## config.mk

```make
export PLATFORM = sky130hd
export DESIGN_NAME = multicycle_ctrl
export DESIGN_NICKNAME = d
export VERILOG_FILES = /design/src/rtl/ctrl_pkg.sv /design/src/rtl/ctrl_op_class.sv /design/src/rtl/multicycle_ctrl.sv
export SDC_FILE = /design/constraint.sdc
export NUM_CORES = 1
export LEC_CHECK = 0
export ABC_CLOCK_PERIOD_IN_PS = 4400
export CORE_MARGIN = 3
export CORE_UTILIZATION = 61
export CTS_CLUSTER_SIZE = 24
export DETAILED_ROUTE_END_ITERATION = 16
export DONT_BUFFER_PORTS = 1
export PLACE_DENSITY = 0.77
export SETUP_SLACK_MARGIN = 0.4
export SLEW_MARGIN = 20
export SYNTH_ARGS = -nofsm -noshare
export SYNTH_HDL_FRONTEND = slang
export SYNTH_HIERARCHICAL = 1
export SYNTH_SLANG_ARGS = --single-unit
```

## constraint.sdc

```tcl
create_clock -name clk_i -period 4.4 [get_ports clk_i]
set_clock_uncertainty 0.1 [all_clocks]
set_input_delay 0.66 -clock clk_i [delete_from_list [all_inputs] [get_ports clk_i]]
set_output_delay 0.66 -clock clk_i [all_outputs]
set_load 0.01 [all_outputs]
```

## src/rtl/ctrl_pkg.sv

```systemverilog
// Shared encodings for the multi-cycle MIPS control unit: opcodes, ALU ops,
// datapath mux selects, FSM states and opcode classes.
package ctrl_pkg;

  localparam logic [5:0] OpRtype = 6'd0;
  localparam logic [5:0] OpJ     = 6'd2;
  localparam logic [5:0] OpBeq   = 6'd4;
  localparam logic [5:0] OpBne   = 6'd5;
  localparam logic [5:0] OpAddi  = 6'd8;
  localparam logic [5:0] OpSlti  = 6'd10;
  localparam logic [5:0] OpOri   = 6'd13;
  localparam logic [5:0] OpLui   = 6'd15;
  localparam logic [5:0] OpLw    = 6'd35;
  localparam logic [5:0] OpSw    = 6'd43;

  localparam logic [2:0] AluR    = 3'b000;
  localparam logic [2:0] AluAdd  = 3'b001;
  localparam logic [2:0] AluOri  = 3'b010;
  localparam logic [2:0] AluBne  = 3'b011;
  localparam logic [2:0] AluBeq  = 3'b100;
  localparam logic [2:0] AluSlti = 3'b101;
  localparam logic [2:0] AluLui  = 3'b110;

  localparam logic [1:0] SrcBReg   = 2'd0;
  localparam logic [1:0] SrcBFour  = 2'd1;
  localparam logic [1:0] SrcBImm   = 2'd2;
  localparam logic [1:0] SrcBImmSh = 2'd3;

  localparam logic [1:0] PcSrcAlu    = 2'd0;
  localparam logic [1:0] PcSrcAluOut = 2'd1;
  localparam logic [1:0] PcSrcJump   = 2'd2;

  typedef enum logic [3:0] {
    StIdle    = 4'd0,
    StFetch   = 4'd1,
    StDecode  = 4'd2,
    StExecR   = 4'd3,
    StExecI   = 4'd4,
    StAluWb   = 4'd5,
    StMemAddr = 4'd6,
    StMemRd   = 4'd7,
    StMemWb   = 4'd8,
    StMemWr   = 4'd9,
    StBranch  = 4'd10,
    StJump    = 4'd11,
    StTrap    = 4'd12
  } state_e;

  typedef enum logic [2:0] {
    ClsR,
    ClsI,
    ClsMem,
    ClsBranch,
    ClsJump,
    ClsIllegal
  } op_class_e;

endpackage

```

## src/rtl/ctrl_op_class.sv

```systemverilog
// Combinational opcode classifier: instruction class, legality and the ALU op
// that the execute-type states send to ALU control.
module ctrl_op_class
  import ctrl_pkg::*;
#(
  parameter int unsigned OP_W    = 6,
  parameter int unsigned ALUOP_W = 3
) (
  input  logic [OP_W-1:0]    op_i,
  output op_class_e          cls_o,
  output logic               legal_o,
  output logic [ALUOP_W-1:0] alu_op_o
);

  always_comb begin
    cls_o    = ClsIllegal;
    legal_o  = 1'b1;
    alu_op_o = ALUOP_W'(AluAdd);
    case (op_i)
      OP_W'(OpRtype): begin cls_o = ClsR;      alu_op_o = ALUOP_W'(AluR);    end
      OP_W'(OpAddi):  begin cls_o = ClsI;      alu_op_o = ALUOP_W'(AluAdd);  end
      OP_W'(OpSlti):  begin cls_o = ClsI;      alu_op_o = ALUOP_W'(AluSlti); end
      OP_W'(OpOri):   begin cls_o = ClsI;      alu_op_o = ALUOP_W'(AluOri);  end
      OP_W'(OpLui):   begin cls_o = ClsI;      alu_op_o = ALUOP_W'(AluLui);  end
      OP_W'(OpLw):    cls_o = ClsMem;
      OP_W'(OpSw):    cls_o = ClsMem;
      OP_W'(OpBeq):   begin cls_o = ClsBranch; alu_op_o = ALUOP_W'(AluBeq);  end
      OP_W'(OpBne):   begin cls_o = ClsBranch; alu_op_o = ALUOP_W'(AluBne);  end
      OP_W'(OpJ):     cls_o = ClsJump;
      default:        legal_o = 1'b0;
    endcase
  end

endmodule

```

## src/rtl/multicycle_ctrl.sv

```systemverilog
// Multi-cycle MIPS control FSM: sequences fetch/decode/execute/memory/write-back,
// waits on memory ready, traps illegal opcodes and counts retired instructions.
module multicycle_ctrl
  import ctrl_pkg::*;
#(
  parameter int unsigned OP_W    = 6,
  parameter int unsigned ALUOP_W = 3,
  parameter int unsigned CNT_W   = 16
) (
  input  logic               clk_i,
  input  logic               rst_i,
  input  logic               start_i,
  input  logic [OP_W-1:0]    instr_op_i,
  input  logic               mem_ready_i,
  input  logic               zero_i,
  output logic               pc_write_o,
  output logic               ir_write_o,
  output logic               mem_read_o,
  output logic               mem_write_o,
  output logic               iord_o,
  output logic               reg_write_o,
  output logic               reg_dst_o,
  output logic               mem_to_reg_o,
  output logic               alu_src_a_o,
  output logic [1:0]         alu_src_b_o,
  output logic [1:0]         pc_src_o,
  output logic [ALUOP_W-1:0] alu_op_o,
  output logic [3:0]         state_o,
  output logic               instr_done_o,
  output logic               illegal_o,
  output logic [CNT_W-1:0]   instr_cnt_o
);

  state_e             state_q, state_d;
  logic [OP_W-1:0]    op_q;
  logic [CNT_W-1:0]   cnt_q;
  logic [OP_W-1:0]    cls_op;
  op_class_e          cls;
  logic               cls_legal;
  logic [ALUOP_W-1:0] cls_alu_op;

  // One classifier: live IR opcode while decoding, latched opcode afterwards.
  assign cls_op = (state_q == StDecode) ? instr_op_i : op_q;

  ctrl_op_class #(
    .OP_W    (OP_W),
    .ALUOP_W (ALUOP_W)
  ) u_op_class (
    .op_i     (cls_op),
    .cls_o    (cls),
    .legal_o  (cls_legal),
    .alu_op_o (cls_alu_op)
  );

  always_comb begin
    state_d = state_q;
    case (state_q)
      StIdle:    if (start_i) state_d = StFetch;
      StFetch:   if (mem_ready_i) state_d = StDecode;
      StDecode: begin
        if (!cls_legal) begin
          state_d = StTrap;
        end else begin
          case (cls)
            ClsR:      state_d = StExecR;
            ClsI:      state_d = StExecI;
            ClsMem:    state_d = StMemAddr;
            ClsBranch: state_d = StBranch;
            ClsJump:   state_d = StJump;
            default:   state_d = StTrap;
          endcase
        end
      end
      StExecR, StExecI: state_d = StAluWb;
      StMemAddr: state_d = (op_q == OP_W'(OpLw)) ? StMemRd : StMemWr;
      StMemRd:   if (mem_ready_i) state_d = StMemWb;
      StMemWr:   if (mem_ready_i) state_d = StFetch;
      StAluWb, StMemWb, StBranch, StJump: state_d = StFetch;
      StTrap:    state_d = StTrap;
      default:   state_d = StIdle;
    endcase
  end

  always_comb begin
    pc_write_o   = 1'b0;
    ir_write_o   = 1'b0;
    mem_read_o   = 1'b0;
    mem_write_o  = 1'b0;
    iord_o       = 1'b0;
    reg_write_o  = 1'b0;
    reg_dst_o    = 1'b0;
    mem_to_reg_o = 1'b0;
    alu_src_a_o  = 1'b0;
    alu_src_b_o  = SrcBReg;
    pc_src_o     = PcSrcAlu;
    alu_op_o     = '0;
    instr_done_o = 1'b0;
    illegal_o    = 1'b0;
    case (state_q)
      StFetch: begin
        mem_read_o  = 1'b1;
        alu_src_b_o = SrcBFour;
        alu_op_o    = ALUOP_W'(AluAdd);
        ir_write_o  = mem_ready_i;
        pc_write_o  = mem_ready_i;
      end
      StDecode: begin
        alu_src_b_o = SrcBImmSh;
        alu_op_o    = ALUOP_W'(AluAdd);
      end
      StExecR: begin
        alu_src_a_o = 1'b1;
        alu_op_o    = ALUOP_W'(AluR);
      end
      StExecI: begin
        alu_src_a_o = 1'b1;
        alu_src_b_o = SrcBImm;
        alu_op_o    = cls_alu_op;
      end
      StAluWb: begin
        reg_write_o  = 1'b1;
        reg_dst_o    = (op_q == OP_W'(OpRtype));
        instr_done_o = 1'b1;
      end
      StMemAddr: begin
        alu_src_a_o = 1'b1;
        alu_src_b_o = SrcBImm;
        alu_op_o    = ALUOP_W'(AluAdd);
      end
      StMemRd: begin
        iord_o     = 1'b1;
        mem_read_o = 1'b1;
      end
      StMemWb: begin
        reg_write_o  = 1'b1;
        mem_to_reg_o = 1'b1;
        instr_done_o = 1'b1;
      end
      StMemWr: begin
        iord_o       = 1'b1;
        mem_write_o  = 1'b1;
        instr_done_o = mem_ready_i;
      end
      StBranch: begin
        alu_src_a_o  = 1'b1;
        alu_op_o     = cls_alu_op;
        pc_src_o     = PcSrcAluOut;
        pc_write_o   = (op_q == OP_W'(OpBeq)) ? zero_i : !zero_i;
        instr_done_o = 1'b1;
      end
      StJump: begin
        pc_src_o     = PcSrcJump;
        pc_write_o   = 1'b1;
        instr_done_o = 1'b1;
      end
      StTrap:  illegal_o = 1'b1;
      default: ;
    endcase
  end

  always_ff @(posedge clk_i or negedge rst_i) begin
    if (!rst_i) begin
      state_q <= StIdle;
      op_q    <= '0;
      cnt_q   <= '0;
    end else begin
      state_q <= state_d;
      if (state_q == StDecode) op_q <= instr_op_i;
      if (instr_done_o) cnt_q <= cnt_q + 1'b1;
    end
  end

  assign state_o     = state_q;
  assign instr_cnt_o = cnt_q;

endmodule

```

==> flow_metrics.env <==
export IMPL_outcome="complete, no violations"
export IMPL_synth_edf_count=0
export IMPL_synth_most_common_cell="dfrtp_1"
export IMPL_required_ns=3.64
export IMPL_min_path_type="input port to asynchronous set/reset pin"
export IMPL_grt_met1_usage_pct=30.5
export IMPL_first_iter_violations=129
export IMPL_synth_seq_cells=26
export IMPL_clock_path_buffers=2
export IMPL_yosys_most_used_dff="dfrtp_1"
export IMPL_num_antenna_cells=0
export IMPL_cts_sink_count=26
export IMPL_top_usage_layer="met2"
export IMPL_dp_hpwl_mm=2.81
export IMPL_vias=1459
export IMPL_critPathTopFamily="compound AO/OA/AOI/OAI gates"
export IMPL_cts_made_buffers=3
export IMPL_overflow=0
export IMPL_num_fill_cells=211
export IMPL_syn_area_per_cell_um2=8.93
export IMPL_post_route_period_util_pct=84.7
export IMPL_worstPathMaxFanout=10
export IMPL_async_flop_share_pct=100
export IMPL_grt_max_degree=27
export IMPL_die_area_um2=3530
export IMPL_place_ws_ns=0.751
export IMPL_core_um2=2590
export IMPL_avgViaCountPerCell=6.57
export IMPL_setup_viol=0
export IMPL_fin_nets=205
export IMPL_cts_tree="built"
export IMPL_rows=18
export IMPL_worst_pin_slew_ns=0.488
export IMPL_syn_nets=207
export IMPL_peakVddDrop_mv=0.502
export IMPL_use_met2_pct=34.9
export IMPL_yosysSeqAreaShare_pct=37.4
export IMPL_yosys_warnings=6
export IMPL_arrival_ns=2.97
export IMPL_rsz0062_at_grt="no"
export IMPL_crit_buf_inv=1
export IMPL_ys_top_cells_by_area="dfrtp_1 (37%), xnor2_1 (7.0%), mux2_1 (4.5%)"
export IMPL_fin_setup_tns_ns=0
export IMPL_remaining_drc_errors=0
export IMPL_grt_pass1_vias=1316
export IMPL_placed_cell_area_um2=1730
export IMPL_syn2layout_area_growth_pct=3.16
export IMPL_synth_cells=195
export IMPL_setup_slack_ns=0.671
export IMPL_synth_area_leader_cell="dfrtp_1"
export IMPL_use_met3_pct=7.19
export IMPL_insertion_delay_ns=0.32
export IMPL_fmax_ghz=0.268
export IMPL_power_density_nw_per_um2=653
export IMPL_period_needed_ns=3.73
export IMPL_gp_congestion=0.992
export IMPL_cpMostUsedCell="o21ai_0"
export IMPL_netlist_area_leader_share_pct=37.4
export IMPL_htreeDepth=1
export IMPL_crit_type="flop to output port"
export IMPL_cp_end_kind="output port"
export IMPL_die_h_um=59.4
export IMPL_start_kind="flop"
export IMPL_wl_mm=3.79
export IMPL_maxCapViolations=0
export IMPL_slowest_delay_ns=0.53
export IMPL_ios=49
export IMPL_power_uw=1170
export IMPL_start_util_pct=67.2
export IMPL_root_buffer="clkbuf_4"
export IMPL_hold_viol=0
export IMPL_grt_pass1_wl_mm=6.20
export IMPL_grt_antenna_before_repair=0
export IMPL_syn_area_um2=1740
export IMPL_wl_per_cell_um=17.1
export IMPL_synth_distinct_cells=55
export IMPL_postRouteAntennaNets=0
export IMPL_leakage_uw=0.000724
export IMPL_die_w_um=59.4
export IMPL_drt_pre_antenna_iters=4
export IMPL_worstPathCellList="or2_1, nor2_4, mux2_2, and3_1, o21ai_0, inv_1, o21ai_0, a22oi_1, o22ai_1"
export IMPL_grt_usage_pct=22.4
export IMPL_synth_common_cells="dfrtp_1 (26), nor2_1 (15), xnor2_1 (14)"
export IMPL_slew_violations=0
export IMPL_drive_gt1_share_pct=11.5
export IMPL_clk_pin_slew_ns=0.14
export IMPL_stdcell_area_um2=1800
export IMPL_slew_headroom_pct=66.9
export IMPL_crit_path_top_delay_cell="dfrtp_2"
export IMPL_port_buffers=0
[stage by stage]
step                util, %  cells  hold WS (ns)
floorplan                 -    195         0.264
global placement       66.7    216         0.265
detailed placement     66.7    216         0.265
CTS                    69.1    221        0.0251
global route           69.3    222        0.0121
finish                 69.3    222        0.0250
[registers in the layout (all words and copies together) (netlist names)]
signal and count:
instr_cnt_o 16, state_o 4, op_q 6
[layout make-up]
class                      instances  area [um2]  share of cell area [%]
multi-input combinational        150         996                    55.5
clock buffer                       4        36.3                    2.02
timing repair buffer               5        47.5                    2.65
sequential                        26         652                    36.3
inverter                           7        26.3                    1.46
tap                               30        37.5                    2.09
[kinds of logic after synthesis]
family / Yosys count / synth area share, %
XOR/XNOR: 17 / 8.56
AO/OA/AOI/OAI: 40 / 15.4
flip-flops: 26 / 37.4
multiplexers: 8 / 5.10
adder cells (fa/ha/maj): 1 / 0.719
AND/OR/NAND/NOR: 84 / 27.2
buffers and inverters: 19 / 5.68
[routing by layer]
| metal | share of wire, % | up-vias |
|---|---|---|
| met3 | 11 | 6 |
| met2 | 46 | 72 |
| met1 | 43 | 683 |
| met4 | 1.0 | 0 |
| li1 | - | 698 |
| met5 | 0 | - |
[power breakdown]
part | total [uW] | leakage (uW) | switching [uW] | internal, uW
combinational | 660 | 0.000375 | 414 | 246
sequential | 394 | 0.000328 | 85.9 | 308
clock | 118 | 0.0000210 | 67.9 | 50.6
total | 1170 | 0.000724 | 567 | 605
[final timing paths]
path,startpoint,end,slack (ns),depth (start not counted)
worst min register to register,instr_cnt_o[15]$_DFFE_PN0P_,instr_cnt_o[15]$_DFFE_PN0P_,0.45,1
worst max register to register,state_o[2]$_DFFE_PN0P_,state_o[1]$_DFFE_PN0P_,1.08,9
min in group clk_i,mem_ready_i,state_o[1]$_DFFE_PN0P_,0.30,1
worst min-delay path,rst_i,instr_cnt_o[4]$_DFFE_PN0P_,0.03,1
worst max-delay path,state_o[2]$_DFFE_PN0P_,alu_op_o[0],0.67,9
max in group asynchronous,rst_i,state_o[2]$_DFFE_PN0P_,4.02,1
[placed cells by master, fill, tap and decap left out, types with 2 or more instances in the layout]
cell type,instances
dfrtp_1,25
nor2_1,15
xnor2_1,14
nand3_1,13
nor3_1,11
a21oi_1,11
nand2_1,10
o21ai_0,7
and3_1,5
nand2b_1,4
inv_2,4
mux2_1,4
a31oi_1,4
inv_1,3
nor2b_1,3
and2_1,3
mux2_2,3
o22ai_1,3
xor2_1,3
clkbuf_4,3
buf_4,3
or4_1,2
nor2_4,2
or3_1,2
nor3b_1,2
a2bb2oi_1,2
nand3b_1,2
[timing repair]
action,4_1_cts,5_1_grt
hold buffers,1,0
buffers inserted,0,1
hold endpoints to repair,26,0
cloned,0,0
setup endpoints to repair,1,1
gates resized for setup,1,4
Power figures use the tool's default switching activity.
